[src/rtl/dv_debounce_pkg.sv]
// rtl/dv_debounce_pkg.sv - shared state encoding for the dv pushbutton debouncer
package dv_debounce_pkg;

    typedef enum logic [1:0] {
        RELEASED     = 2'd0,
        PRESS_WAIT   = 2'd1,
        PRESSED      = 2'd2,
        RELEASE_WAIT = 2'd3
    } state_t;

    function automatic logic is_pressed_level(input state_t st);
        return (st == PRESSED) || (st == RELEASE_WAIT);
    endfunction

endpackage

[src/rtl/sync_2ff.sv]
// rtl/sync_2ff.sv - two-flop synchronizer for asynchronous board inputs, resets to 0
module sync_2ff (
    input  logic clock,
    input  logic reset,
    input  logic d,
    output logic q
);

    logic s1;

    always_ff @(posedge clock or posedge reset) begin
        if (reset) begin
            s1 <= 1'b0;
            q  <= 1'b0;
        end else begin
            s1 <= d;
            q  <= s1;
        end
    end

endmodule

[src/rtl/dv_debounce.sv]
// rtl/dv_debounce.sv - debounces a raw pushbutton into one single-cycle dv pulse per press
module dv_debounce
    import dv_debounce_pkg::*;
#(
    parameter int DEBOUNCE_CYCLES = 500000,
    parameter int CNT_WIDTH       = 19,
    parameter bit BTN_ACTIVE_LOW  = 1'b1
) (
    input  logic       clock,
    input  logic       reset,
    input  logic       btn_raw,
    output logic       dv,
    output logic       btn_level,
    output logic [1:0] stateLed
);

    localparam logic [CNT_WIDTH-1:0] CNT_MAX = CNT_WIDTH'(DEBOUNCE_CYCLES - 1);

    state_t               state, state_nx;
    logic [CNT_WIDTH-1:0] cnt, cnt_nx;
    logic                 dv_nx;
    logic                 btn_in;
    logic                 s;

    // Normalise polarity so that 1 always means pressed from here on.
    assign btn_in = btn_raw ^ BTN_ACTIVE_LOW;

    sync_2ff u_sync (
        .clock (clock),
        .reset (reset),
        .d     (btn_in),
        .q     (s)
    );

    always_ff @(posedge clock or posedge reset) begin
        if (reset) begin
            state <= RELEASED;
            cnt   <= '0;
            dv    <= 1'b0;
        end else begin
            state <= state_nx;
            cnt   <= cnt_nx;
            dv    <= dv_nx;
        end
    end

    // The counter restarts on every state change, so it can never pass CNT_MAX.
    always_comb begin
        state_nx = state;
        cnt_nx   = cnt;
        dv_nx    = 1'b0;
        case (state)
            RELEASED: begin
                cnt_nx = '0;
                if (s) state_nx = PRESS_WAIT;
            end
            PRESS_WAIT: begin
                if (!s) begin
                    state_nx = RELEASED;
                    cnt_nx   = '0;
                end else if (cnt == CNT_MAX) begin
                    state_nx = PRESSED;
                    cnt_nx   = '0;
                    dv_nx    = 1'b1;
                end else begin
                    cnt_nx = cnt + 1'b1;
                end
            end
            PRESSED: begin
                cnt_nx = '0;
                if (!s) state_nx = RELEASE_WAIT;
            end
            RELEASE_WAIT: begin
                if (s) begin
                    state_nx = PRESSED;
                    cnt_nx   = '0;
                end else if (cnt == CNT_MAX) begin
                    state_nx = RELEASED;
                    cnt_nx   = '0;
                end else begin
                    cnt_nx = cnt + 1'b1;
                end
            end
            default: begin
                state_nx = RELEASED;
                cnt_nx   = '0;
                dv_nx    = 1'b0;
            end
        endcase
    end

    assign btn_level = is_pressed_level(state);
    assign stateLed  = state;

endmodule

[config.mk]
export PLATFORM = sky130hd
export DESIGN_NAME = dv_debounce
export DESIGN_NICKNAME = d
export VERILOG_FILES = /design/src/rtl/dv_debounce_pkg.sv /design/src/rtl/sync_2ff.sv /design/src/rtl/dv_debounce.sv
export SDC_FILE = /design/constraint.sdc
export NUM_CORES = 1
export LEC_CHECK = 0
export BUFFER_PORTS_ARGS = -buffer_cell sky130_fd_sc_hd__buf_4
export CORE_MARGIN = 2
export CORE_UTILIZATION = 52
export DETAILED_ROUTE_END_ITERATION = 16
export PLACE_DENSITY = 0.73
export SETUP_SLACK_MARGIN = 0.3
export SYNTH_ARGS = -nofsm -noshare
export SYNTH_HDL_FRONTEND = slang
export SYNTH_SLANG_ARGS = --single-unit
[constraint.sdc]
create_clock -name clock -period 1.7 [get_ports clock]
set_input_delay 0.085 -clock clock [delete_from_list [all_inputs] [get_ports clock]]
set_output_delay 0.085 -clock clock [all_outputs]
set_load 0.005 [all_outputs]
==> metrics.yaml <==
synth:
  ys_ff_latch: 24
  synthTopCellsByArea: "dfrtp_1 52%, xnor2_1 7.5%, nor2_1 6.5%, xor2_1 4.5%, nand4_1 2.7%"
  synthDistinctLibCells: 28
  synthesis.area_um2: 1160
  avgSynthCellArea_um2: 10.1
  synth_top_cell_area_share_pct: 51.6
  synth_cells: 115
  yosysWarnings: 0
  synth_edf_count: 0
  yosysTopAreaCell: "dfrtp_1"
  syn-num-nets: 119
  synth-async-reset-ratio_pct: 100
  synth_flop_cell: "dfrtp_1"
  ys_seq_area_share_pct: 51.6
clock_network:
  clock-sinks: 24
  cts_tree: "built"
  numCtsBuffers: 3
  clkTransAtPathRegs_ns: 0.13
  cts_buffer_depth: 2
  cts-root-buf: "clkbuf_4"
  worstSkewPairLatency_ns: 0.33
  cts_max_level: 1
route:
  drtIter0Drc: 32
  ant_nets: 0
  totalWireLength_um: 3350
  vias: 1030
  drcViolationCount: 0
  first_pass_iters: 6
  wl_per_cell_um: 18.5
  vias_per_cell: 5.69
sta:
  maxSlewViolCount: 0
  worst_pin_slew_ns: 0.453
  finalCritPeriodShare_pct: 98.9
  finalSetupViolCount: 0
  rsz0062_at_grt: "yes"
  finClkSkew_ns: 0.00239
  fmax_mhz: 595
  slew_headroom_pct: 69.8
  fin_crit_ns: 1.68
  hold_viol: 0
global_routing:
  grt_overflow: 0
  antenna_found_initial: 0
  grt_max_degree: 14
  grt_pass1_wl_um: 4470
  grt.total_usage_pct: 23.5
  grt_pass1_vias: 990
finish:
  fin_area_um2: 1690
  final_common_cell: "buf_4"
  multiInputGateArea_um2: 669
  nFillCells: 143
  final_cell_mix: "32 x buf_4, 17 x dfrtp_1, 12 x nor2_2"
  diodes: 0
  seqCellArea_um2: 609
  layout-drive-gt1-share_pct: 54.9
  fin_nets: 158
  syn2layout_area_growth_pct: 45.5
floorplanning:
  ios: 7
  die-height_um: 51.3
  dieArea_um2: 2630
  initial_utilization_pct: 53.6
  fp-row-count: 17
  die_w_um: 51.3
  core_region_area_um2: 2170
run_status:
  status: "complete, no violations"
place:
  dpl_cell_area_um2: 1310
  portBuffers: 6
  gp_congestion: 0.844
  hpwlAfterDp_um: 1680
worst_setup_path:
  crit_required_ns: 1.96
  startpoint_type: "flip-flop"
  crit_fanout: 4
  r2r.worst_path.cells: 5
  worstSetupPathType: "reg -> reg"
  cp-end-kind: "flip-flop"
  critPathArrivalTime_ns: 1.94
flow_run:
  max_cap_viol_count: 0
worst_hold_path:
  holdCritPathClass: "in -> async"
power:
  peakVddDrop_uv: 517
  power_density_nw_per_um2: 562
  p_total_uw: 951
  p_leak_uw: 0.000733
-- worst max-delay path: stages, from the launching register on --
cell	delay (ns)
dfrtp_2	0.48
nor4b_2	0.35
and4_4	0.29
nand4_1	0.15
buf_4	0.19
nor3b_2	0.16
-- report_power, final --
part	total, µW	switching, µW	internal [µW]
sequential	582	5.09	576
clock	310	179	132
combinational	59.2	31.6	27.6
total	951	216	736
-- registers in the layout, summed over array words and instances (netlist names), named ones only --
signal and flops:
cnt 19, dv 1, u_sync.s1 1, stateLed 1, u_sync.q 1
-- cell families (layout without fill, tap and decap cells) --
kind of cell	count (synthesis)	after routing	synth area share, %
adders and majority gates	1	1	1.08
AOI/OAI and AO/OA	5	5	2.90
DFF	24	24	51.6
buffers and inverters	10	48	3.66
xor gates and xnor gates	16	16	12.0
and+or+nand+nor	58	58	27.7
muxes	1	1	0.968
-- metrics by stage --
stage	instances	setup TNS [ns]	hold slack [ns]	setup WS [ns]	utilization [%]
2_1_floorplan	115	0	0.0996	0.152	-
3_3_place_gp	153	0	0.110	0.0573	60.2
3_5_place_dp	153	0	0.113	0.0133	60.2
4_1_cts	173	0	0.320	0.0963	70.9
5_1_grt	181	-0.0406	0.354	-0.0176	78.0
6_report	181	0	0.306	0.0194	78.0
-- final timing paths --
| check | startpoint | to | slack, ns |
|---|---|---|---|
| max in group asynchronous | reset | cnt[6]$_DFF_PP0_ | 0.84 |
| worst min-delay path | reset | cnt[1]$_DFF_PP0_ | 0.31 |
| worst max-delay path | cnt[9]$_DFF_PP0_ | dv$_DFF_PP0_ | 0.02 |
| worst max register to register | cnt[9]$_DFF_PP0_ | dv$_DFF_PP0_ | 0.02 |
| worst min register to register | u_sync.s1$_DFF_PP0_ | u_sync.q$_DFF_PP0_ | 0.36 |
| min in group clock | u_sync.s1$_DFF_PP0_ | u_sync.q$_DFF_PP0_ | 0.36 |
-- routing by layer --
metal / vias up / wire (µm) / global-route usage (%) / part of all wire, %
li1: 467 / - / - / -
met1: 505 / 1290 / 28.7 / 39
met2: 41 / 1740 / 38.5 / 52
met3: 17 / 149 / 4.09 / 4.5
met4: 0 / 163 / 14.5 / 4.9
met5: - / 0 / 0 / 0
-- synthesized netlist by cell type (3+ instances only) --
| library cell | number |
|---|---|
| nor4_1 | 5 |
| buf_2 | 4 |
| dfrtp_1 | 24 |
| nor2_1 | 20 |
| inv_1 | 4 |
| xnor2_1 | 10 |
| nand2_1 | 7 |
| nand3_1 | 6 |
| nand4_1 | 5 |
| xor2_1 | 6 |
| nor3_1 | 3 |
-- area by class of cell --
cell class,instances,share of cell area (%)
Multi-Input combinational cell,81,39.5
Sequential cell,24,36.0
Timing Repair Buffer,40,19.4
Clock buffer,4,2.14
Tap cell,28,2.07
Inverter,4,0.887
-- repair_timing --
| action | CTS | global route |
|---|---|---|
| setup endpoints to repair | 21 | 22 |
| pin swaps | 6 | 16 |
| hold buffers | 2 | 0 |
| gates cloned | 2 | 0 |
| gates resized for setup | 22 | 21 |
| setup buffers | 12 | 8 |
| endpoints found under the hold margin | 12 | 0 |
Note: power is estimated with default switching activity, not from simulation.
